File: config.mk
export PLATFORM = sky130hd
export DESIGN_NAME = e1_tx_sequencer
export DESIGN_NICKNAME = d
export VERILOG_FILES = /design/src/rtl/e1_pkg.sv /design/src/rtl/e1_slot_counter.sv /design/src/rtl/e1_tx_sequencer.sv
export SDC_FILE = /design/constraint.sdc
export NUM_CORES = 1
export LEC_CHECK = 0
export BUFFER_PORTS_ARGS = -buffer_cell sky130_fd_sc_hd__buf_2
export CORE_UTILIZATION = 25
export CTS_BUF_LIST = sky130_fd_sc_hd__clkbuf_4 sky130_fd_sc_hd__clkbuf_8 sky130_fd_sc_hd__clkbuf_16
export CTS_CLUSTER_DIAMETER = 40
export DETAILED_ROUTE_END_ITERATION = 12
export PLACE_DENSITY = 0.5
export SLEW_MARGIN = 20
export SYNTH_ARGS = -nofsm -noshare
export SYNTH_HDL_FRONTEND = slang
export SYNTH_SLANG_ARGS = --single-unit
File: constraint.sdc
create_clock -name clk -period 5.2 [get_ports clk]
set_input_delay 0.52 -clock clk [delete_from_list [all_inputs] [get_ports clk]]
set_output_delay 0.52 -clock clk [all_outputs]
set_load 0.01 [all_outputs]
File: src/rtl/e1_pkg.sv
// Shared constants and types for the E1 transmit frame sequencer.
// Holds the TS0/TS16 byte values, frame geometry, the Si frame mask and the FSM state type.
package e1_pkg;

    localparam logic [7:0] E1_FAS  = 8'h1B;
    localparam logic [7:0] E1_NFAS = 8'h5F;
    localparam logic [7:0] E1_MFAS = 8'h0B;
    localparam logic [7:0] E1_IDLE = 8'hFF;

    localparam int NUM_TS     = 32;
    localparam int NUM_FRAMES = 16;

    // Frames whose NFAS byte carries Si = 1 (frames 5, 9 and 11).
    localparam logic [15:0] SI_MASK = 16'h0A20;

    typedef enum logic {
        IDLE = 1'b0,
        RUN  = 1'b1
    } state_t;

    typedef struct packed {
        logic [3:0] frame;
        logic [4:0] ts;
    } slot_t;

    // NFAS byte: bit7 is the Si bit and bit5 is the remote-alarm A bit.
    function automatic logic [7:0] nfas_byte(
        input logic [7:0] base,
        input logic [3:0] f,
        input logic       a
    );
        return base | {SI_MASK[f], 1'b0, a, 5'b0};
    endfunction

endpackage

File: src/rtl/e1_slot_counter.sv
// Bit / timeslot / frame counters of the E1 transmit sequencer.
// Ports: clk, rst (sync, active-high), bit_en, start (IDLE->RUN), run, clr (stop at frame end);
//        boundary, frame_end (boundary leaving TS31), nxt (slot selected at this boundary).
module e1_slot_counter
    import e1_pkg::*;
(
    input  logic  clk,
    input  logic  rst,
    input  logic  bit_en,
    input  logic  start,
    input  logic  run,
    input  logic  clr,
    output logic  boundary,
    output logic  frame_end,
    output slot_t nxt
);

    logic [2:0] bit_cnt;
    logic [4:0] ts;
    logic [3:0] frame;
    logic       last_bit;
    logic       run_bnd;

    assign last_bit  = (bit_cnt == 3'd7);
    assign run_bnd   = run & bit_en & last_bit;
    assign boundary  = start | run_bnd;
    assign frame_end = run_bnd & (ts == 5'(NUM_TS - 1));

    // Counter widths match NUM_TS/NUM_FRAMES exactly, so the mod wraps are free.
    always_comb begin
        nxt.ts    = ts + 5'd1;
        nxt.frame = (ts == 5'(NUM_TS - 1)) ? frame + 4'd1 : frame;
        if (start) begin
            nxt.ts    = '0;
            nxt.frame = '0;
        end
    end

    always_ff @(posedge clk) begin
        if (rst || clr || !run) begin
            bit_cnt <= '0;
            ts      <= '0;
            frame   <= '0;
        end else if (bit_en) begin
            bit_cnt <= bit_cnt + 3'd1;
            if (last_bit) begin
                ts    <= nxt.ts;
                frame <= nxt.frame;
            end
        end
    end

endmodule

File: src/rtl/e1_tx_sequencer.sv
// E1 (G.704) transmit frame sequencer: builds TS0 alignment bytes and pulls payload per slot.
// Ports: clk, rst (sync, active-high), bit_en, en, rai; pl_data/pl_valid/pl_ready payload
//        handshake; sig_data/sig_valid/sig_ready TS16 handshake; tx_byte, tx_byte_valid,
//        ts_num, frame_num, mf_start, underflow toward the serializer.
// Build option: define SIG_TS16_EN to carry MFAS/CAS signalling in TS16.
module e1_tx_sequencer
    import e1_pkg::*;
#(
    parameter logic [7:0] FAS_BYTE  = E1_FAS,
    parameter logic [7:0] NFAS_BASE = E1_NFAS,
    parameter logic [7:0] IDLE_BYTE = E1_IDLE
) (
    input  logic       clk,
    input  logic       rst,
    input  logic       bit_en,
    input  logic       en,
    input  logic       rai,
    input  logic [7:0] pl_data,
    input  logic       pl_valid,
    output logic       pl_ready,
    input  logic [7:0] sig_data,
    input  logic       sig_valid,
    output logic       sig_ready,
    output logic [7:0] tx_byte,
    output logic       tx_byte_valid,
    output logic [4:0] ts_num,
    output logic [3:0] frame_num,
    output logic       mf_start,
    output logic       underflow
);

    state_t     state;
    logic       start;
    logic       stop;
    logic       boundary;
    logic       frame_end;
    slot_t      nxt;
    logic       is_ts0;
    logic       is_mfas;
    logic       is_cas;
    logic [7:0] nxt_byte;
    logic       nxt_uf;

    assign start = (state == IDLE) & en & bit_en;
    // With en low, the boundary leaving TS31 ends the run instead of opening a frame.
    assign stop  = frame_end & ~en;

    e1_slot_counter u_cnt (
        .clk       (clk),
        .rst       (rst),
        .bit_en    (bit_en),
        .start     (start),
        .run       (state == RUN),
        .clr       (stop),
        .boundary  (boundary),
        .frame_end (frame_end),
        .nxt       (nxt)
    );

    assign is_ts0 = (nxt.ts == 5'd0);

`ifdef SIG_TS16_EN
    assign is_mfas   = (nxt.ts == 5'd16) & (nxt.frame == 4'd0);
    assign is_cas    = (nxt.ts == 5'd16) & (nxt.frame != 4'd0);
    assign sig_ready = boundary & ~rst & is_cas;
`else
    logic sig_unused;
    assign sig_unused = ^{sig_data, sig_valid};
    assign is_mfas    = 1'b0;
    assign is_cas     = 1'b0;
    assign sig_ready  = 1'b0;
`endif

    assign pl_ready = boundary & ~rst & ~stop & ~is_ts0 & ~is_mfas & ~is_cas;

    always_comb begin
        nxt_byte = IDLE_BYTE;
        nxt_uf   = 1'b0;
        unique case (1'b1)
            is_ts0: begin
                nxt_byte = nxt.frame[0] ? nfas_byte(NFAS_BASE, nxt.frame, rai)
                                        : FAS_BYTE;
            end
            is_mfas: begin
                nxt_byte = E1_MFAS;
            end
            is_cas: begin
                nxt_byte = sig_valid ? sig_data : IDLE_BYTE;
                nxt_uf   = ~sig_valid;
            end
            default: begin
                nxt_byte = pl_valid ? pl_data : IDLE_BYTE;
                nxt_uf   = ~pl_valid;
            end
        endcase
    end

    always_ff @(posedge clk) begin
        if (rst) begin
            state         <= IDLE;
            tx_byte       <= IDLE_BYTE;
            tx_byte_valid <= 1'b0;
            ts_num        <= '0;
            frame_num     <= '0;
            mf_start      <= 1'b0;
            underflow     <= 1'b0;
        end else begin
            tx_byte_valid <= 1'b0;
            mf_start      <= 1'b0;
            underflow     <= 1'b0;
            if (stop) begin
                state     <= IDLE;
                tx_byte   <= IDLE_BYTE;
                ts_num    <= '0;
                frame_num <= '0;
            end else if (boundary) begin
                state         <= RUN;
                tx_byte       <= nxt_byte;
                ts_num        <= nxt.ts;
                frame_num     <= nxt.frame;
                tx_byte_valid <= 1'b1;
                mf_start      <= is_ts0 & (nxt.frame == 4'd0);
                underflow     <= nxt_uf;
            end
        end
    end

endmodule
======== After elaboration in Yosys (flattened, before gate mapping) ========
Memories as Yosys holds them, arrays and structs flattened.
Cells that the tools add are included.
word-level totals
  register bits ........................... 33
  latch bits .............................. 0
  memory bits (writable) .................. 0
  bits in read-only memories .............. 16
  output and inout port bits .............. 22
  logic and storage cells ................. 51
  memories ................................ 1
memory list
  name             depth  width  read ports  clocked after Yosys merged registers in  wr ports  RTL line      RTL
  (no name shown)  16     1      1           0                                        0         e1_pkg.sv:32  return base | {SI_MASK[f], 1'b0, a, 5'b0};
operators by class
  add/subtract/negate cells ............... 3
  multiply operators ...................... 0
  div/mod/pow operators ................... 0
  order comparisons ....................... 1
  equal/unequal tests ..................... 2
  shifts and indexed selects .............. 0
  multiplexer cells ....................... 7
  bitwise gates (word level) .............. 18
  reductions and logical operators ........ 9
operators with widths
  kind                   number
  $mux W8                3
  $and A1 B1 Y1          10
  $mux W9                1
  $not A1 Y1             7
  $add A5 B1 Y5 const B  1
  $eq A5 B5 Y1 const B   1
  $logic_not A5 Y1       1
  $lt A4 B5 Y1 const B   1
  $add A4 B1 Y4 const B  1
  $logic_not A4 Y1       1
  $mux W4                1
  $reduce_or A4 Y1       1
  $add A3 B1 Y3 const B  1
  $eq A3 B3 Y1 const B   1
  $reduce_or A3 Y1       1
  $logic_or A1 B1 Y1     2
  $mux W1                2
  $reduce_and A2 Y1      1
  $reduce_or A2 Y1       1
  $logic_not A1 Y1       1
  $or A1 B1 Y1           1

======== Logic depth before layout (Yosys ltp) ========
  word-level depth ........................ 8
  gate-level depth with buffers ........... 9
  depth with buffers taken out ............ 7

======== Cells and area by module ========
A second synthesis with hierarchy kept.
unflattened totals
  cells, all modules ...................... 173
  area total of the unflattened synthesis .. 1556.5 µm²
modules (own cells, without submodules)
  module           instances  cells each  area an instance (µm²)
  e1_tx_sequencer  1          95          875.8
  e1_slot_counter  1          78          680.7

======== Worst setup path before layout ========
OpenSTA, ideal clock, no wires.
  path kind ............................... reg-to-output
  start point ............................. reg u_cnt.ts[0]
  end point ............................... out pl_ready
  data arrival time ....................... 1.606 ns
  required time ........................... 4.680 ns
  setup slack ............................. 3.074 ns
  cell stages (with the launch flop) ...... 8
  path buffers ............................ 1
  path through ............................ dfxtp_1 -> ha_1 -> and3_1 -> ha_1 -> buf_2 -> nor2b_1 -> o2111ai_1 -> nor2_1
on the way
  cells in the longest elaborated chain, start to end .. 6
RTL lines
  what                                                                   RTL line               RTL
  start, declared                                                        e1_slot_counter.sv:19  logic [4:0] ts;
  start signal, assigned                                                 e1_slot_counter.sv:47  ts <= nxt.ts;
  parallel branches: the longest is 5 deep, another holds $add A5 B1 Y5  -
  $and A1 B1 Y1 (*)                                                      e1_tx_sequencer.sv:74  assign pl_ready = boundary & ~rst & ~stop & ~is_ts0 & ~is_mfas & ~is_cas;
  end, declared                                                          e1_tx_sequencer.sv:20  output logic pl_ready,
Mark *: on every way between the ends.

======== Final worst setup path ========
Ends and elaborated chain as after synthesis.

==> results.toml <==
[outcome]
status = "finished, final reports clean"

[cts]
cts.sinks = 33
cts_buffers = 5
postCtsSetupBuffers = 0
post_cts_resized = 0
tritoncts = "built"
path_clk_slew_ns = 0.07
cts_hold_buf = 0
clk_latency_ns = 0.29
clk_path_buf_depth = 2
cts.htree.levels = 2
root_buffer = "clkbuf_8"

[timing]
final_max_slew_viol_count = 0
max_freq_mhz = 345.0
worst_clock_skew_ns = 0.003654
worst-slew-pin-transition_ns = 0.6647
period_needed_ns = 2.899
hold_viol = 0
finalSetupTns_ns = 0
final-setup-viol-count = 0
min_period_over_period_pct = 55.74
rsz0062_at_grt = "false"
relSlewSlack_pct = 55.52

[synthesis]
ys_warn_count = 0
ys_ff_latch = 33
syn_inst = 174
yosysSeqAreaShare_pct = 41.03
synth_commonest_cells = "dfxtp_1, nor2_1, nand2_1, a21oi_1, xnor2_1"
postSynthAreaPerCell_um2 = 9.255
netlist.area_leader.share_pct = 41.03
synth_top_cell_by_area = "dfxtp_1"
synth_area_leaders = "dfxtp_1, nor2_1, xnor2_1"
syn_area_um2 = 1610
syn_nets = 202
synthFlopType = "dfxtp_1"
yosysMostFrequentCell = "dfxtp_1"
synth-edff-count = 0
synthArstFlopShare_pct = 0
synth_cell_type_count = 47

[worst_setup_path]
cpLargestDelayFamily = "adder cells"
cp.required_ns = 4.68
critPathLaunchType = "flop"
crit_fanout = 11
r2r-start = "u_cnt.ts[0]"
crit_path_frequent_cell = "ha_1"
cp_slowest_stage_delay_ns = 0.47
cp_cell_sequence = "ha_1, and3_1, ha_1, nor2b_1, o2111ai_1, nor2_1, buf_2"
critPathArrivalTime_ns = 2.38
crit_slowest_cell = "dfxtp_1"
criticalPathCategory = "reg -> out"
crit_buf_inv = 1
crit_path_start = "u_cnt.ts[0]"
cp-end-kind = "output port"

[final_layout]
finalNetCount = 232
finalInstanceArea_um2 = 1934
drive_gt1_share_pct = 26.34
num_antenna_cells = 0
fillers = 644
area_growth_pct = 20.12

[pwr]
ir_drop_mv = 0.1115
powerDensity_nw_per_um2 = 288.4
sw_frac_of_total_pct = 22.24
p_comb_share_pct = 7.0
internal-power_uw = 433.8
p_clk_share_pct = 46.5
p_sw_uw = 124.0
power.leakage_uw = 0.0007457
seqPwrFrac_pct = 46.5

[routing]
routed_via_density = 4.725
totalWireLength_um = 3546
drtPass1Iterations = 4
detail-route-antenna-nets = 0
drcViolationCount = 0
avgRoutedWirePerCell_um = 12.66
initialDrtViolationCount = 37
via_count = 1323

[placed_design]
place.gp.congestion = 0.7253
port_buffers = 34
place_area_um2 = 1807
dpl.hpwl_um = 2559

[global_routing]
track_usage_pct = 12.00
first_global_vias = 1238
gr-total-overflow = 0
antenna_found_initial = 0
grt_pass1_wl_um = 5934
grt_max_degree = 24

[job]
cap_violations = 0

[hold_path]
hold_path_class = "in -> reg"
hp-start = "pl_valid"

[floorplan]
initial_utilization_pct = 26.57
die_area_um2 = 6766
die_h_um = 82.26
die_w_um = 82.26
rows = 28
ios = 45
core-area_um2 = 6061
==> registers in the layout (all words and copies together), names as in the netlist <==
register and count:
underflow 1, state 1, u_cnt.bit_cnt 3, mf_start 1, u_cnt.frame 4, tx_byte 8, u_cnt.ts 5, frame_num 4
tx_byte_valid 1, ts_num 5
==> through the flow <==
stage | hold WS [ns] | cells | setup slack, ns | power, µW | utilization [%]
2_1_floorplan | 0.4406 | 174 | 3.074 | 292.3 | -
3_3_place_gp | 0.4424 | 272 | 2.285 | 304.2 | 29.81
3_5_place_dp | 0.4486 | 272 | 2.280 | 304.7 | 29.81
4_1_cts | 0.4390 | 280 | 2.253 | 564.1 | 31.79
5_1_grt | 0.4342 | 280 | 2.116 | 580.5 | 31.92
6_report | 0.4506 | 280 | 2.301 | 557.8 | 31.92
==> power by group through the flow <==
stage | Sequential [µW] | Clock [µW] | Combinational (µW)
after global routing | 260 | 277 | 43.7
after CTS | 260 | 265 | 39.4
after global placement | 265 | 0 | 38.7
final | 260 | 259 | 38.8
after floorplan | 266 | 0 | 25.9
after detailed placement | 266 | 0 | 39.2
==> worst reg2reg max path: cells and delay by family (launching register included) <==
kind	cells	cell delay [ns]
compound gates	1	0.57
flops	1	0.47
fa+ha+maj	2	0.64
simple gates	4	0.85
==> layout by cell type, fill, tap and decap left out, types with 2 or more instances in the layout <==
cell type	Yosys	routed
a2111oi_4	2	2
a21oi_1	9	9
a22oi_1	2	2
a2bb2oi_1	3	3
a31o_2	2	2
and3_1	2	2
buf_2	6	34
clkbuf_8	0	6
dfxtp_1	33	33
ha_1	5	5
inv_1	5	5
mux2i_1	3	3
nand2_1	11	11
nand3_1	6	6
nand4_1	3	3
nor2_1	25	25
nor3_1	2	2
o21ai_0	4	4
o221ai_1	2	2
o31a_1	4	4
o32a_1	2	2
or3_1	4	4
xnor2_1	8	8
xor2_1	5	5
==> final cells by class <==
cell class / count / area (µm²) / area share [%]
inverter: 5 / 18.77 / 0.9702
timing repair buffer: 34 / 170.2 / 8.797
clock buffer: 7 / 90.09 / 4.657
multi-input combinational: 125 / 870.8 / 45.02
tap: 75 / 93.84 / 4.851
clock inverter: 1 / 30.03 / 1.552
sequential: 33 / 660.6 / 34.15
==> path summary, 6_finish.rpt <==
| path | endpoint | slack (ns) | cells after the start |
|---|---|---|---|
| setup / recovery | pl_ready | 2.30 | 7 |
| hold / removal | underflow | 0.45 | 2 |
| setup reg to reg | u_cnt.bit_cnt[1] | 2.55 | 7 |
| hold reg to reg | frame_num[0] | 0.45 | 2 |
==> layer usage <==
layer  wire length (µm)  global-route usage [%]  vias to the layer above
li1                   -                       -                      670
met5                  0                       0                        -
met1               1660                   14.06                      620
met3                178                   3.956                        6
met4                 62                   5.263                        0
met2               1645                   19.83                       27
==> logic make-up after synthesis <==
logic type               Yosys count  share of synthesized area [%]
AND/OR/NAND/NOR                   63                          18.96
XOR/XNOR                          13                          7.071
flip-flops                        33                          41.03
buffers and inverters             16                          5.594
multiplexers                       5                          3.496
AO/OA/AOI/OAI                     38                          19.74
other                              1                         0.2329
adder cells (fa/ha/maj)            5                          3.885
(Power assumes the default switching activity.)
